==> config.mk <==
export PLATFORM = sky130hd
export DESIGN_NAME = microwave_ctrl
export DESIGN_NICKNAME = d
export VERILOG_FILES = /design/src/rtl/microwave_ctrl_pkg.sv /design/src/rtl/microwave_ctrl_tick_gen.sv /design/src/rtl/microwave_ctrl.sv
export SDC_FILE = /design/constraint.sdc
export NUM_CORES = 1
export LEC_CHECK = 0
export ABC_CLOCK_PERIOD_IN_PS = 1900
export CAP_MARGIN = 20
export CELL_PAD_IN_SITES_DETAIL_PLACEMENT = 1
export CELL_PAD_IN_SITES_GLOBAL_PLACEMENT = 1
export CORE_ASPECT_RATIO = 2
export CORE_MARGIN = 2
export CORE_UTILIZATION = 44
export DETAILED_ROUTE_END_ITERATION = 10
export PLACE_DENSITY_LB_ADDON = 0.1
export RECOVER_POWER = 25
export SYNTH_ARGS = -nofsm -noshare
export SYNTH_HDL_FRONTEND = slang
export SYNTH_SLANG_ARGS = --single-unit
==> constraint.sdc <==
create_clock -name clk -period 1.9 [get_ports clk]
set_input_delay 0.57 -clock clk [delete_from_list [all_inputs] [get_ports clk]]
set_output_delay 0.57 -clock clk [all_outputs]
set_load 0.03 [all_outputs]
==> src/rtl/microwave_ctrl_pkg.sv <==
// Shared definitions for the microwave sequencing controller.
// State encoding is also exported on the debug/display port.
package microwave_ctrl_pkg;

    typedef enum logic [1:0] {
        ST_IDLE  = 2'd0,
        ST_COOK  = 2'd1,
        ST_PAUSE = 2'd2,
        ST_DONE  = 2'd3
    } state_t;

    localparam logic [3:0] BCD_MAX = 4'd9;

    function automatic logic is_bcd(input logic [3:0] digit);
        return digit <= BCD_MAX;
    endfunction

endpackage

==> src/rtl/microwave_ctrl_tick_gen.sv <==
// Prescaler producing a one-cycle tick every TICK_DIV enabled cycles.
// Low i_en holds the count; i_restart forces it back to zero.
module microwave_ctrl_tick_gen #(
    parameter int unsigned TICK_DIV = 50_000_000
) (
    input  logic clk,
    input  logic rst,
    input  logic i_en,
    input  logic i_restart,
    output logic o_tick
);

    localparam int unsigned W = (TICK_DIV > 1) ? $clog2(TICK_DIV) : 1;
    localparam logic [W-1:0] LAST = W'(TICK_DIV - 1);

    logic [W-1:0] r_cnt;
    logic         w_last;

    assign w_last = (r_cnt == LAST);
    assign o_tick = i_en & ~i_restart & w_last;

    always_ff @(posedge clk or posedge rst) begin
        if (rst) begin
            r_cnt <= '0;
        end else if (i_restart) begin
            r_cnt <= '0;
        end else if (i_en) begin
            if (w_last) begin
                r_cnt <= '0;
            end else begin
                r_cnt <= r_cnt + 1'b1;
            end
        end
    end

endmodule

==> src/rtl/microwave_ctrl.sv <==
// Front-panel sequencer for the BCD countdown timer: keypad entry, cook/pause/done
// flow, 1 Hz decrement strobe, magnetron and beeper control. All outputs registered.
module microwave_ctrl #(
    parameter int unsigned TICK_DIV  = 50_000_000,
    parameter int unsigned BEEP_SECS = 3
) (
    input  logic       clk,
    input  logic       clear,
    input  logic [3:0] key_digit,
    input  logic       key_valid,
    input  logic       start,
    input  logic       stop,
    input  logic       door_closed,
    input  logic       zerado,
    output logic [3:0] t_data,
    output logic       t_load,
    output logic       t_en,
    output logic       t_clear,
    output logic       mag_on,
    output logic       beep,
    output logic [1:0] state
);

    import microwave_ctrl_pkg::*;

    localparam int unsigned BW = $clog2(BEEP_SECS + 1);
    localparam logic [BW-1:0] BEEP_LAST = BW'(BEEP_SECS - 1);

    logic r_key_q, r_start_q, r_stop_q;
    logic w_key_rise, w_start_rise, w_stop_rise;
    logic w_key_load, w_cook_pause, w_idle_start;

    state_t r_state, w_next;

    logic          r_t_load, r_t_en, r_t_clear, r_mag_on, r_beep;
    logic [3:0]    r_t_data;
    logic          w_t_load, w_t_en, w_t_clear;
    logic [3:0]    w_t_data;
    logic [BW-1:0] r_beep_cnt, w_beep_cnt;

    logic w_pre_en, w_pre_restart, w_tick;

    assign w_key_rise   = key_valid & ~r_key_q;
    assign w_start_rise = start & ~r_start_q;
    assign w_stop_rise  = stop & ~r_stop_q;

    assign w_key_load   = w_key_rise & is_bcd(key_digit);
    assign w_cook_pause = w_stop_rise | ~door_closed;
    // In IDLE stop beats keypad beats start so at most one strobe/transition fires per cycle.
    assign w_idle_start = w_start_rise & door_closed & ~zerado & ~w_stop_rise & ~w_key_load;

    // Prescaler control is kept apart from next-state logic so the tick feeds forward only.
    always_comb begin
        w_pre_en      = 1'b0;
        w_pre_restart = 1'b0;
        case (r_state)
            ST_IDLE: w_pre_restart = w_idle_start;
            ST_COOK: begin
                w_pre_en      = ~w_cook_pause & ~zerado;
                w_pre_restart = ~w_cook_pause & zerado;
            end
            ST_DONE: w_pre_en = ~(w_stop_rise | w_key_rise);
            default: ;
        endcase
    end

    microwave_ctrl_tick_gen #(
        .TICK_DIV (TICK_DIV)
    ) u_tick_gen (
        .clk       (clk),
        .rst       (clear),
        .i_en      (w_pre_en),
        .i_restart (w_pre_restart),
        .o_tick    (w_tick)
    );

    always_comb begin
        w_next     = r_state;
        w_t_load   = 1'b0;
        w_t_en     = 1'b0;
        w_t_clear  = 1'b0;
        w_t_data   = r_t_data;
        w_beep_cnt = r_beep_cnt;
        case (r_state)
            ST_IDLE: begin
                if (w_stop_rise) begin
                    w_t_clear = 1'b1;
                end else if (w_key_load) begin
                    w_t_load = 1'b1;
                    w_t_data = key_digit;
                end else if (w_idle_start) begin
                    w_next = ST_COOK;
                end
            end
            ST_COOK: begin
                if (w_cook_pause) begin
                    w_next = ST_PAUSE;
                end else if (zerado) begin
                    w_next     = ST_DONE;
                    w_beep_cnt = '0;
                end else begin
                    w_t_en = w_tick;
                end
            end
            ST_PAUSE: begin
                if (w_stop_rise) begin
                    w_next    = ST_IDLE;
                    w_t_clear = 1'b1;
                end else if (w_start_rise && door_closed) begin
                    w_next = ST_COOK;
                end
            end
            ST_DONE: begin
                if (w_stop_rise || w_key_rise) begin
                    w_next     = ST_IDLE;
                    w_beep_cnt = '0;
                end else if (w_tick) begin
                    if (r_beep_cnt == BEEP_LAST) begin
                        w_next     = ST_IDLE;
                        w_beep_cnt = '0;
                    end else begin
                        w_beep_cnt = r_beep_cnt + 1'b1;
                    end
                end
            end
            default: w_next = ST_IDLE;
        endcase
    end

    always_ff @(posedge clk or posedge clear) begin
        if (clear) begin
            r_state    <= ST_IDLE;
            r_key_q    <= 1'b0;
            r_start_q  <= 1'b0;
            r_stop_q   <= 1'b0;
            r_t_load   <= 1'b0;
            r_t_en     <= 1'b0;
            r_t_clear  <= 1'b0;
            r_t_data   <= '0;
            r_mag_on   <= 1'b0;
            r_beep     <= 1'b0;
            r_beep_cnt <= '0;
        end else begin
            r_state    <= w_next;
            r_key_q    <= key_valid;
            r_start_q  <= start;
            r_stop_q   <= stop;
            r_t_load   <= w_t_load;
            r_t_en     <= w_t_en;
            r_t_clear  <= w_t_clear;
            r_t_data   <= w_t_data;
            r_mag_on   <= (w_next == ST_COOK);
            r_beep     <= (w_next == ST_DONE);
            r_beep_cnt <= w_beep_cnt;
        end
    end

    assign t_data  = r_t_data;
    assign t_load  = r_t_load;
    assign t_en    = r_t_en;
    assign t_clear = r_t_clear;
    assign mag_on  = r_mag_on;
    assign beep    = r_beep;
    assign state   = r_state;

endmodule

==> After elaboration in Yosys (flattened, before gate mapping) <==
Cells that the tools add are included.
Widths: inputs -> output; s select.
{ "word_totals": {"reg_bits": 42, "input_bits": 11, "out_inout_bits": 11, "word_cells": 87} }
{ "op_classes": {"add_sub_neg": 2, "magnitude_cmp": 1, "n_eq_ne": 10, "muxes": 30, "bitwise_logic": 24, "n_reduce_logical": 8} }
{ "ops": {"columns": ["op", "count"], "rows": [
  ["$mux 26", 3],
  ["$mux 2", 15],
  ["$add 26x1->26 const B", 1],
  ["$eq 26x26->1 const B", 1],
  ["$and 1x1->1", 12],
  ["$not 1->1", 10],
  ["$eq 2x2->1 const B", 4],
  ["$mux 1", 8],
  ["$pmux 2 s4", 1],
  ["$eq 2x1->1 const B", 2],
  ["$le 4x4->1 const B", 1],
  ["$ne 2x2->1 const B", 2],
  ["$pmux 1 s2", 2],
  ["$pmux 2 s2", 1],
  ["$reduce_and 4->1", 1],
  ["$reduce_bool 2->1", 2],
  ["$ne 3x3->1 const B", 1],
  ["$reduce_and 3->1", 1],
  ["$add 2x1->2 const B", 1],
  ["$logic_not 2->1", 1],
  ["$or 1x1->1", 2],
  ["$reduce_or 2->1", 1],
  ["$logic_and 1x1->1", 1],
  ["$logic_or 1x1->1", 1]
]} }

==> Logic depth before layout (Yosys ltp) <==
Gate-level depths: netlist (run 1).
{ "logic_depth": {"word_depth": 14, "ltp_mapped": 7, "mapped_depth_nobuf": 6} }

==> Cells and area by module <==
A second synthesis (run 1) with hierarchy kept.
{ "unflattened": {"hier_cells": 268, "area_unflattened_um2": 2491.1} }
{ "by_module_without_submodules": {"columns": ["module", "instances", "cells_per_inst", "area_each_um2", "seq_area_each_um2"], "rows": [
  ["microwave_ctrl_tick_gen", 1, 211, 1754.2, 650.6],
  ["microwave_ctrl", 1, 57, 737.0, 400.4]
]} }

==> Worst setup path after synthesis (run 1) <==
Ideal clock, no wire load.
{ "synth_timing": {"path_type": "input -> register", "startpoint": "input stop", "endpoint": "register u_tick_gen.r_cnt[11]", "setup_ns": 0.082, "arrival_ns": 1.682, "required_time_ns": 1.818, "slack_ns": 0.137, "cell_stages": 7, "path_buffers": 2, "path_cell_list": "nand2b_1 buf_4 nand3_1 a32oi_4 buf_4 a41oi_1 a31oi_1"} }
{ "synth_via": {"elab_chain_cells": 6, "word_cells_on_any_way": 14, "cone_classes": "3 x mux; 10 x bitwise; 1 x reduce/logical"} }
{ "synth_rtl": {"columns": ["item", "line_no", "text"], "rows": [
  ["start: declaration", "microwave_ctrl.sv:12", "input logic stop,"],
  ["$and 1x1->1 (*)", "microwave_ctrl.sv:45", "assign w_stop_rise = stop & ~r_stop_q;"],
  ["$or 1x1->1 / $not 1->1 (equally long branches)", null, null],
  ["$not 1->1 / $and 1x1->1 (equally long branches)", "microwave_ctrl.sv:59, microwave_ctrl.sv:60, microwave_ctrl.sv:50", null],
  ["$and 1x1->1 (on tied branches)", "microwave_ctrl.sv:60, microwave_ctrl.sv:50, microwave_ctrl.sv:59", null],
  ["$pmux 1 s2", "microwave_ctrl.sv:56", "case (r_state)"],
  ["$mux 26 / $reduce_bool 2->1 (equally long branches)", null, null],
  ["end signal: assignment", "microwave_ctrl_tick_gen.sv:31", "r_cnt <= r_cnt + 1'b1;"],
  ["end: declaration", "microwave_ctrl_tick_gen.sv:16", "logic [W-1:0] r_cnt;"]
]} }
Every way passes the cells marked *; elsewhere a longest branch is shown, timed or not.
A chain may end at the register's enable or synchronous reset.

==> Worst setup path after layout (run 1) <==
{ "layout_timing": {"startpoint": "register u_tick_gen.r_cnt[1]", "endpoint": "register u_tick_gen.r_cnt[8]"} }
{ "layout_via": {"elab_chain_cells": 4, "word_cells_on_any_way": 5, "cone_classes": "1 x add/sub; 1 x eq/ne; 3 x mux"} }
{ "layout_rtl": {"columns": ["item", "line_no", "text"], "rows": [
  ["$add 26x1->26 / $eq 26x26->1 (equally long branches)", "microwave_ctrl_tick_gen.sv:31, microwave_ctrl_tick_gen.sv:19", null],
  ["$mux 26 (*)", "microwave_ctrl_tick_gen.sv:28", "if (w_last) begin"],
  ["$mux 26 (*)", "microwave_ctrl_tick_gen.sv:27", "end else if (i_en) begin"],
  ["$mux 26 (*)", "microwave_ctrl_tick_gen.sv:25", "end else if (i_restart) begin"]
]} }
Every way passes the cells marked *; elsewhere a longest branch is shown, timed or not. The select of a mux whose other input is x is not followed.

==> results of run 1 <==
## where the power goes
group / switching, mW / internal [mW]
Sequential: 0.0474 / 0.950
Combinational: 0.252 / 0.219
Clock: 0.317 / 0.254
Total: 0.616 / 1.42
## cell families after synthesis
logic type               after synthesis  share of synthesized area, %
AND/OR/NAND/NOR                      103                          24.3
AO/OA/AOI/OAI                         64                          19.9
flip-flops                            42                          45.5
buffers and inverters                 20                          4.92
multiplexers                           8                          3.79
XOR/XNOR                               3                          1.14
adder cells (fa/ha/maj)                1                         0.541
## final cells by class
type	count	area, µm²
Clock buffer	7	76.3
Multi-Input combinational cell	179	1270
Fill cell	565	1790
Tap cell	58	72.6
Sequential cell	42	1050
Timing Repair Buffer	82	806
Inverter	7	26.3
## cells in the mapped netlist (3+ instances only)
master	n
sky130_fd_sc_hd__a21oi_1	11
sky130_fd_sc_hd__a22o_1	6
sky130_fd_sc_hd__a31oi_1	12
sky130_fd_sc_hd__and3_1	3
sky130_fd_sc_hd__and4_1	7
sky130_fd_sc_hd__buf_2	4
sky130_fd_sc_hd__buf_4	9
sky130_fd_sc_hd__dfrtp_1	42
sky130_fd_sc_hd__inv_1	7
sky130_fd_sc_hd__mux2_2	6
sky130_fd_sc_hd__nand2_1	31
sky130_fd_sc_hd__nand3_1	12
sky130_fd_sc_hd__nand4_1	8
sky130_fd_sc_hd__nor2_1	17
sky130_fd_sc_hd__nor2b_1	4
sky130_fd_sc_hd__nor3_1	4
sky130_fd_sc_hd__o211ai_1	3
sky130_fd_sc_hd__o21a_1	4
sky130_fd_sc_hd__o21ai_0	10
sky130_fd_sc_hd__xnor2_1	3
## flip-flops by register name, summed over array words and instances, names as in the netlist, 2 cells and up
name,cells
t_data,4
r_beep_cnt,2
state,2
u_tick_gen.r_cnt,26
## stage by stage
stage               power [mW]  instances  area, µm²  setup TNS, ns  worst slack (ns)
floorplan                 1.22        241       2310              0             0.137
CTS                       1.99        359       3050              0           0.00323
detailed placement        1.41        349       2870         -13.14            -0.502
finish                    2.04        375       3300        -0.0569           -0.0345
global placement          1.40        349       2870         -10.14            -0.391
global route              2.11        375       3300          -1.18            -0.104
## path summary, 6_finish.rpt
check,start,end,depth (start not counted)
max in group asynchronous,clear,u_tick_gen.r_cnt[7],3
worst max register to register,u_tick_gen.r_cnt[1],u_tick_gen.r_cnt[8],9
worst max-delay path,u_tick_gen.r_cnt[1],u_tick_gen.r_cnt[8],9
worst min-delay path,u_tick_gen.r_cnt[15],u_tick_gen.r_cnt[15],1
min in group asynchronous,clear,u_tick_gen.r_cnt[14],3
worst min register to register,u_tick_gen.r_cnt[15],u_tick_gen.r_cnt[15],1
## timing repair
item | CTS | global route
setup endpoints to repair | 31 | 30
setup buffers | 3 | 14
resized for setup | 24 | 35
pin swaps | 3 | 14
cloned | 1 | 2
## worst max-delay path, stage by stage (launching register included)
cell,delay [ns]
sky130_fd_sc_hd__dfrtp_1,0.42
sky130_fd_sc_hd__ha_2,0.21
sky130_fd_sc_hd__nand4_1,0.13
sky130_fd_sc_hd__nor2_1,0.06
sky130_fd_sc_hd__buf_4,0.15
sky130_fd_sc_hd__a32oi_4,0.30
sky130_fd_sc_hd__buf_6,0.17
sky130_fd_sc_hd__buf_12,0.12
sky130_fd_sc_hd__a31oi_1,0.09
sky130_fd_sc_hd__a31oi_1,0.20
## layer usage
layer / up-vias / GRT usage, % / part of all wire [%]
li1: 1046 / - / -
met1: 1203 / 22.7 / 33
met2: 68 / 50.7 / 60
met3: 31 / 3.53 / 2.5
met4: 0 / 14.3 / 4.9
met5: - / 0 / 0
==> out/summary.txt, run 1 <==
Die X-Extent: 55.3 µm
Netlist area before placement: 2310 µm²
Vias after detailed routing: 2348
CTS tree: built
Initial core utilization: 45.4%
Final core occ: 64.8%
Clock network latency to the later pin of the worst-skew pair: 0.31 ns
Clock buffer depth: 2
Number of cell rows: 37
Max H-tree Level: 2
First-pass GRT wire length: 11500 µm
Die Footprint: 5890 µm²
Largest area contributor in the netlist: sky130_fd_sc_hd__dfrtp_1
Power density normalized to cell area: 617 nW/µm²
GRT Overall Usage: 25.2%
Overflow left after global routing: 0
Most used cells in the layout excluding fill and tap cells: sky130_fd_sc_hd__buf_4 (47), sky130_fd_sc_hd__dfrtp_1 (40), sky130_fd_sc_hd__nand2_1 (31), sky130_fd_sc_hd__nor2_1 (17)
Per-cell via count in the routed design: 6.26
# Max-Cap Violations: 0
Post-layout minimum cycle time: 1.93 ns
Final Hold Vio Count: 0
Core area: 5090 µm²
CP Max Fanout: 8
Instance count of the mapped netlist: 241
Slew of the pin with the lowest slew margin: 1.09 ns
Count of flip-flops with a built-in enable after synthesis: 0
Top area cells in the synthesized netlist: sky130_fd_sc_hd__dfrtp_1 (45%), sky130_fd_sc_hd__nand2_1 (5.0%), sky130_fd_sc_hd__a31oi_1 (3.2%)
Net count after synthesis: 253
Die H: 107 µm
Worst-case register-to-register setup slack: -0.03 ns
Synth Register Bits: 42
Endpoint type of the worst setup path: register
Synth-to-layout area growth: 42.8%
Routed wire length: 8190 µm
Most used flip-flop cell after synthesis: sky130_fd_sc_hd__dfrtp_1
Max Clk Rate: 517 MHz
Worst Path Class, Setup: register to register
CTS Hold Buffers Added: 0
Worst hold-check slack: 0.506 ns
Share of the synthesized area in the top cell type: 45.5%
Mean routed wirelength per cell: 21.8 µm
Buffer cell driving the clock tree root: sky130_fd_sc_hd__clkbuf_8
Fraction of final layout cells sized beyond drive strength 1: 31.2%
Share of the clock period used by the worst path: 102%
CTS clk-pin slew, worst paths: 0.08 ns
Leak pwr: 1.57 nW
Startpoint types: register
Post-Route Skew: 0.0109 ns
Total half-perimeter wirelength after legalization and detailed placement: 4940 µm
Post-synth cell types: 49
CP Data Arrival Time: 2.15 ns
Nets: 329
Number of setup violations in the final report: 2
Number of buffers created by CTS: 5
Result of the run: complete, but fails checks
Worst ir drop on vdd: 530 µV
Number of detailed-route iterations in the first pass: 5
PortBufs: 21
Data required, critical path: 2.11 ns
Maximum number of pins on one net before global-route repair: 43
Post-synthesis async set-or-reset flop share: 100%
Fraction of the yosys area taken by sequential cells: 45.5%
Max-slew violation total from the final report: 0
Worst setup slack after layout: -0.0345 ns
Remaining max-slew budget at the tightest pin: 27.4%
TritonCTS Sinks: 42
Post-Syn Area per Cell: 9.59 µm²
Failing checks: setup timing
Worst hold path class: register to register
Top-Level Pins: 22
Antenna cell count: 0
Routability cong.: 0.836
Most common cell after layout, fill and taps aside: sky130_fd_sc_hd__buf_4
Synth warnings: 0
Residual DRC count: 0
Vias in the first global route: 2425
Drt first-iter violations: 86
ANT nets after route: 0
RSZ-0062 raised after global routing: yes
Initial antenna violation count: 0
Note: power is estimated with default switching activity, not from simulation.
==> inputs of run 2 (changes only) <==
--- a/config.mk
+++ b/config.mk
@@ -11,8 +11,9 @@
 export CELL_PAD_IN_SITES_GLOBAL_PLACEMENT = 1
 export CORE_ASPECT_RATIO = 2
 export CORE_MARGIN = 2
-export CORE_UTILIZATION = 44
+export CORE_UTILIZATION = 46
 export DETAILED_ROUTE_END_ITERATION = 10
+export DONT_BUFFER_PORTS = 1
 export PLACE_DENSITY_LB_ADDON = 0.1
 export RECOVER_POWER = 25
 export SYNTH_ARGS = -nofsm -noshare
==> out/summary.txt, run 2 (synthesis gave the netlist of run 1 again) <==
Nets: 284 (was 329)
CP Data Arrival Time: 2.08 ns (was 2.15 ns)
Routability cong.: 0.835 (was 0.836)
Per-cell via count in the routed design: 6.20 (was 6.26)
Startpoint types: register (unchanged)
Vias in the first global route: 2193 (was 2425)
Worst Hold Depth: 0 (was 1)
Post-Route Setup TNS: 0 ns (was -0.0569 ns)
Worst hold-check slack: 0.286 ns (was 0.506 ns)
Mean routed wirelength per cell: 20.8 µm (was 21.8 µm)
Worst Path Class, Setup: register to register (unchanged)
Busiest layer in global routing: met2 (unchanged)
CTS tree: built (unchanged)
Most common cell after layout, fill and taps aside: sky130_fd_sc_hd__dfrtp_1 (was sky130_fd_sc_hd__buf_4)
Number of detailed-route iterations in the first pass: 4 (was 5)
Standard cell area after detailed placement: 2560 µm² (was 2870 µm²)
Post-layout minimum cycle time: 1.87 ns (was 1.93 ns)
Worst ir drop on vdd: 664 µV (was 530 µV)
Max-slew violation total from the final report: 0 (unchanged)
TritonCTS Sinks: 42 (unchanged)
Worst setup slack after layout: 0.0275 ns (was -0.0345 ns)
Maximum number of pins on one net before global-route repair: 43 (unchanged)
Endpoint type of the worst setup path: register (unchanged)
Synth-to-layout area growth: 19.4% (was 42.8%)
Die H: 104 µm (was 107 µm)
Residual DRC count: 0 (unchanged)
Max reg flops: 26 (unchanged)
RSZ-0062 raised after global routing: yes (unchanged)
Initial antenna violation count: 0 (unchanged)
Clock buffer depth: 2 (unchanged)
Endpoint of the worst hold-timing path: r_key_q (was u_tick_gen.r_cnt[15])
Vias after detailed routing: 2046 (was 2348)
Worst hold path class: input pin to register (was register to register)
Setup WS pre-CTS: -0.181 ns (was -0.502 ns)
CTS clk-pin slew, worst paths: 0.09 ns (was 0.08 ns)
GR met1 Demand/Resource: 25.4% (was 22.7%)
Antenna cell count: 0 (unchanged)
# Max-Cap Violations: 0 (unchanged)
PortBufs: 0 (was 21)
Final standard cell area without fillers: 2760 µm² (was 3300 µm²)
Max H-tree Level: 2 (unchanged)
Leak pwr: 1.21 nW (was 1.57 nW)
ANT nets after route: 0 (unchanged)
Initial core utilization: 47.5% (was 45.4%)
Final Hold Vio Count: 0 (unchanged)
Result of the run: finished clean (was complete, but fails checks)
Post-Route Skew: 0.00571 ns (was 0.0109 ns)
Slew of the pin with the lowest slew margin: 1.10 ns (was 1.09 ns)
Max Clk Rate: 534 MHz (was 517 MHz)
CTS Hold Buffers Added: 0 (unchanged)
Final core occ: 56.8% (was 64.8%)
First-pass GRT wire length: 10600 µm (was 11500 µm)
Drt first-iter violations: 23 (was 86)
Die Footprint: 5640 µm² (was 5890 µm²)
Total half-perimeter wirelength after legalization and detailed placement: 5020 µm (was 4940 µm)
Grt met3 use: 4.74% (was 3.53%)
Capture point of the worst reg-to-reg path: u_tick_gen.r_cnt[13] (was u_tick_gen.r_cnt[8])
Number of buffers created by CTS: 5 (unchanged)
Number of setup violations in the final report: 0 (was 2)
Worst reg2reg path startpoint: u_tick_gen.r_cnt[24] (was u_tick_gen.r_cnt[1])
Met2 Usage GRT: 48.5% (was 50.7%)
Most used cells in the layout excluding fill and tap cells: sky130_fd_sc_hd__dfrtp_1 (42), sky130_fd_sc_hd__buf_4 (33), sky130_fd_sc_hd__nand2_1 (31), sky130_fd_sc_hd__nor2_1 (16), sky130_fd_sc_hd__a31oi_1 (12) (was sky130_fd_sc_hd__buf_4 (47), sky130_fd_sc_hd__dfrtp_1 (40), sky130_fd_sc_hd__nand2_1 (31), sky130_fd_sc_hd__nor2_1 (17))
Hold Path Origin: key_valid (was u_tick_gen.r_cnt[15])
Number of cell rows: 36 (was 37)
Data required, critical path: 2.10 ns (was 2.11 ns)
Filler cell count in the final layout: 560 (was 565)
Fraction of final layout cells sized beyond drive strength 1: 26.0% (was 31.2%)
Clock network latency to the later pin of the worst-skew pair: 0.31 ns (about the same)
Register with the highest flop count: u_tick_gen.r_cnt (unchanged)
Share of the clock period used by the worst path: 98.6% (was 102%)
Buffer cell driving the clock tree root: sky130_fd_sc_hd__clkbuf_8 (unchanged)
Power density normalized to cell area: 699 nW/µm² (was 617 nW/µm²)
Remaining max-slew budget at the tightest pin: 26.6% (was 27.4%)
Core area: 4860 µm² (was 5090 µm²)
GRT Overall Usage: 26.2% (was 25.2%)
Top-Level Pins: 22 (unchanged)
Routed wire length: 6880 µm (was 8190 µm)
Worst-case register-to-register setup slack: 0.03 ns (was -0.03 ns)
Die X-Extent: 54.1 µm (was 55.3 µm)
Count of cells along the worst register-to-register path: 6 (was 9)
CP Max Fanout: 28 (was 8)
Overflow left after global routing: 0 (unchanged)
run 2: changes by cell type in the layout (fill, tap and decap cells not counted), sizes merged:
cell           delta
dlymetal6s2s      -9
buf              -22
clkbuf            -4
dlygate4sd2       -8
clkdlybuf4s25     -1
clkdlybuf4s50     -3
inv               +2
clkinvlp          +1
run 2: power breakdown:
group | total [mW] | switching [mW] | leakage [nW] | internal [mW]
Clock | 0.606 | 0.341 | 0.0447 | 0.265
Combinational | 0.255 | 0.136 | 0.595 | 0.119
Sequential | 1.07 | 0.121 | 0.568 | 0.948
run 2: what timing repair did:
action / in CTS / in global routing
endpoints found under the setup margin: 5 / 25
pin swaps: 0 / 2
hold endpoints to repair: 0 / 0
resized for setup: 3 / 14
setup buffers: 0 / 3
run 2: worst max path at each step:
| stage | startpoint | endpoint | cells past startpoint |
|---|---|---|---|
| 2_1_floorplan | stop | u_tick_gen.r_cnt[11] | 7 |
| 3_3_place_gp | zerado | u_tick_gen.r_cnt[17] | 5 |
| 3_5_place_dp | zerado | u_tick_gen.r_cnt[11] | 5 |
| 4_1_cts | r_start_q | u_tick_gen.r_cnt[11] | 5 |
| 5_1_grt | u_tick_gen.r_cnt[1] | mag_on | 7 |
| 6_report | u_tick_gen.r_cnt[24] | u_tick_gen.r_cnt[13] | 6 |
run 2: layout make-up:
class	count	area, µm²	share of cell area (%)
well taps	57	71.3	2.58
clock inverters	3	25.0	0.906
clock buffers	5	68.8	2.49
flip-flops and latches	42	1050	38.1
inverters	7	26.3	0.952
repair buffers	37	304	11.0
multi-input cells	179	1210	44.0
run 2: critical path, stage by stage (launching register included):
cell and delay, ns:
sky130_fd_sc_hd__dfrtp_1 0.41, sky130_fd_sc_hd__nor4_2 0.34, sky130_fd_sc_hd__and4_4 0.32, sky130_fd_sc_hd__a32oi_4 0.13, sky130_fd_sc_hd__buf_12 0.19, sky130_fd_sc_hd__a21o_1 0.16, sky130_fd_sc_hd__a22o_1 0.22
run 2: per-layer routing:
metal | part of all wire [%] | up-vias
li1 | - | 958
met1 | 34 | 1033
met2 | 61 | 40
met3 | 2.2 | 15
met4 | 3.1 | 0
met5 | 0 | -
run 2: per-stage QoR:
stage                     power (mW)  std cells
final                           1.93        330
after global routing            2.01        330
after global placement          1.29        319
after detailed placement        1.31        319
after CTS                       1.93        327
after floorplan                 1.22        241
==> inputs of run 3 (changes only) <==
--- a/config.mk
+++ b/config.mk
@@ -10,10 +10,11 @@
 export CELL_PAD_IN_SITES_DETAIL_PLACEMENT = 1
 export CELL_PAD_IN_SITES_GLOBAL_PLACEMENT = 1
 export CORE_ASPECT_RATIO = 2
-export CORE_MARGIN = 2
+export CORE_MARGIN = 3
 export CORE_UTILIZATION = 46
 export DETAILED_ROUTE_END_ITERATION = 10
 export DONT_BUFFER_PORTS = 1
+export GPL_ROUTABILITY_DRIVEN = 0
 export PLACE_DENSITY_LB_ADDON = 0.1
 export RECOVER_POWER = 25
 export SYNTH_ARGS = -nofsm -noshare
==> out/summary.txt, run 3 (synthesis gave the netlist of run 1 again) <==
Largest incremental delay on the critical path: 0.40 ns (was 0.41 ns)
Number of detailed-route iterations in the first pass: 4 (unchanged)
Die X-Extent: 56.1 µm (was 54.1 µm)
CTS tree: built (unchanged)
ANT nets after route: 0 (unchanged)
Antenna cell count: 0 (unchanged)
Vias in the first global route: 2332 (was 2193)
Die Footprint: 5960 µm² (was 5640 µm²)
Initial antenna violation count: 0 (unchanged)
Number of cell rows: 35 (was 36)
Startpoint types: register (unchanged)
Clock share of power: 30.6% (was 31.4%)
Share of the clock period used by the worst path: 97.7% (was 98.6%)
Clock buffer depth: 2 (unchanged)
Power density normalized to cell area: 688 nW/µm² (was 699 nW/µm²)
CTS Hold Buffers Added: 0 (unchanged)
Total half-perimeter wirelength after legalization and detailed placement: 4890 µm (was 5020 µm)
Max H-tree Level: 2 (unchanged)
Per-cell via count in the routed design: 6.25 (was 6.20)
Sequential power share: 56.6% (was 55.4%)
First-pass GRT wire length: 10900 µm (was 10600 µm)
Internal Pwr Total: 1.34 mW (was 1.33 mW)
Most used cells in the layout excluding fill and tap cells: sky130_fd_sc_hd__dfrtp_1 (42), sky130_fd_sc_hd__buf_4 (39), sky130_fd_sc_hd__nand2_1 (31), sky130_fd_sc_hd__nor2_1 (16) (was sky130_fd_sc_hd__dfrtp_1 (42), sky130_fd_sc_hd__buf_4 (33), sky130_fd_sc_hd__nand2_1 (31), sky130_fd_sc_hd__nor2_1 (16), sky130_fd_sc_hd__a31oi_1 (12))
Data required, critical path: 2.09 ns (was 2.10 ns)
Number of setup violations in the final report: 0 (unchanged)
Synth-to-layout area growth: 17.8% (was 19.4%)
Worst hold-check slack: 0.219 ns (was 0.286 ns)
Vias after detailed routing: 2070 (was 2046)
Critical Path, Cell by Cell: nor4b_1 -> and4_4 -> a32oi_4 -> buf_12 -> a21o_1 -> a22o_1 (was nor4_2 -> and4_4 -> a32oi_4 -> buf_12 -> a21o_1 -> a22o_1)
Final Hold Vio Count: 0 (unchanged)
Filler cell count in the final layout: 547 (was 560)
Max reg flops: 26 (unchanged)
Register with the highest flop count: u_tick_gen.r_cnt (unchanged)
CP Max Fanout: 21 (was 28)
Part of the power in combinational logic: 12.8% (was 13.2%)
Max Clk Rate: 539 MHz (was 534 MHz)
Switching power share of the total: 28.5% (was 31.0%)
Worst hold path class: input pin to asynchronous set/reset pin (was input pin to register)
Worst Path Class, Setup: register to register (unchanged)
Routed wire length: 6600 µm (was 6880 µm)
Residual DRC count: 0 (unchanged)
Nets: 289 (was 284)
Net Switching: 0.534 mW (was 0.598 mW)
Buffer cell driving the clock tree root: sky130_fd_sc_hd__clkbuf_8 (unchanged)
Max-slew violation total from the final report: 0 (unchanged)
Clock network latency to the later pin of the worst-skew pair: 0.30 ns (was 0.31 ns)
Mean routed wirelength per cell: 19.9 µm (was 20.8 µm)
Result of the run: finished clean (unchanged)
Remaining max-slew budget at the tightest pin: 23.9% (was 26.6%)
Overflow left after global routing: 0 (unchanged)
Cell at the slowest stage of the critical path: sky130_fd_sc_hd__dfrtp_1 (unchanged)
Top-Level Pins: 22 (unchanged)
Post-Route Skew: 0.0116 ns (was 0.00571 ns)
Endpoint type of the worst setup path: register (unchanged)
Maximum number of pins on one net before global-route repair: 22 (was 43)
Drt first-iter violations: 44 (was 23)
# Max-Cap Violations: 0 (unchanged)
Worst ir drop on vdd: 511 µV (was 664 µV)
Overall Power: 1.87 mW (was 1.93 mW)
PortBufs: 0 (unchanged)
Worst path bufs/invs: 1 (unchanged)
Dominant delay contributor by cell family on the critical path: simple AND/OR/NAND/NOR gates (unchanged)
CP Data Arrival Time: 2.04 ns (was 2.08 ns)
Initial core utilization: 48.9% (was 47.5%)
Slew of the pin with the lowest slew margin: 1.14 ns (was 1.10 ns)
Post-layout minimum cycle time: 1.86 ns (was 1.87 ns)
Leak pwr: 1.21 nW (about the same)
Fraction of final layout cells sized beyond drive strength 1: 23.9% (was 26.0%)
CTS clk-pin slew, worst paths: 0.08 ns (was 0.09 ns)
Number of buffers created by CTS: 5 (unchanged)
TritonCTS Sinks: 42 (unchanged)
Die H: 106 µm (was 104 µm)
Core area: 4730 µm² (was 4860 µm²)
Most common cell after layout, fill and taps aside: sky130_fd_sc_hd__dfrtp_1 (unchanged)
GRT Overall Usage: 23.0% (was 26.2%)
[run 3: cell types whose count changed in the layout (fill, tap and decap cells not counted), moves of 2 or more]
cell                      before  now
sky130_fd_sc_hd__o21ai_1       4    2
sky130_fd_sc_hd__nor4b_1       0    2
sky130_fd_sc_hd__buf_4        33   39
sky130_fd_sc_hd__o21ai_0       8   10
sky130_fd_sc_hd__nor4b_2       2    0
[run 3: final timing paths]
kind / startpoint / end / slack [ns] / cells past startpoint
worst min-delay path: clear / u_tick_gen.r_cnt[14] / 0.22 / 2
max in group asynchronous: clear / t_data[2] / 0.67 / 2
worst min register to register: u_tick_gen.r_cnt[15] / u_tick_gen.r_cnt[15] / 0.49 / 1
min in group clk: stop / r_stop_q / 0.30 / 0
worst max register to register: u_tick_gen.r_cnt[10] / u_tick_gen.r_cnt[13] / 0.04 / 6
worst max-delay path: u_tick_gen.r_cnt[10] / u_tick_gen.r_cnt[13] / 0.04 / 6
[run 3: power groups by stage]
stage	clock network, mW	registers (mW)	logic [mW]
finish	0.573	1.06	0.241
global placement	0	1.08	0.223
CTS	0.592	1.06	0.240
global route	0.616	1.07	0.267
floorplan	0	1.08	0.138
detailed placement	0	1.08	0.238
[run 3: per-stage QoR]
stage / instance area [µm²] / utilization (%) / setup TNS [ns] / setup slack (ns) / cells
2_1_floorplan: 2310 / - / 0 / 0.137 / 241
3_3_place_gp: 2570 / 54.3 / 0 / 0.0466 / 318
3_5_place_dp: 2570 / 54.3 / -0.00468 / -0.00468 / 318
4_1_cts: 2650 / 56.1 / 0 / 0.0264 / 324
5_1_grt: 2720 / 57.6 / -0.0421 / -0.0345 / 331
6_report: 2720 / 57.6 / 0 / 0.0432 / 331
[run 3: worst reg2reg max path, stage by stage, from the launching register on]
cell and delay (ns):
sky130_fd_sc_hd__dfrtp_1 0.40, sky130_fd_sc_hd__nor4b_1 0.32, sky130_fd_sc_hd__and4_4 0.32, sky130_fd_sc_hd__a32oi_4 0.14, sky130_fd_sc_hd__buf_12 0.18, sky130_fd_sc_hd__a21o_1 0.16, sky130_fd_sc_hd__a22o_1 0.22
[run 3: metal layers]
layer  vias up  global-route usage [%]  share of wire [%]
met5         -                       0                  0
met4         0                    8.49                1.8
met3        11                    4.13                2.3
met2        32                    44.6                 61
met1      1062                    23.6                 35
li1        965                       -                  -
[run 3: layout make-up]
type / count / area (µm²) / area share [%]
repair buffers: 42 / 328 / 12.0
multi-input cells: 179 / 1170 / 42.9
well taps: 55 / 68.8 / 2.53
flip-flops and latches: 42 / 1050 / 38.6
clock buffers: 6 / 82.6 / 3.03
inverters: 7 / 26.3 / 0.965
[run 3: what timing repair did]
item	4_1_cts	5_1_grt
buffers inserted	0	7
setup endpoints to repair	1	10
gates resized for setup	1	5
pin swaps	0	4
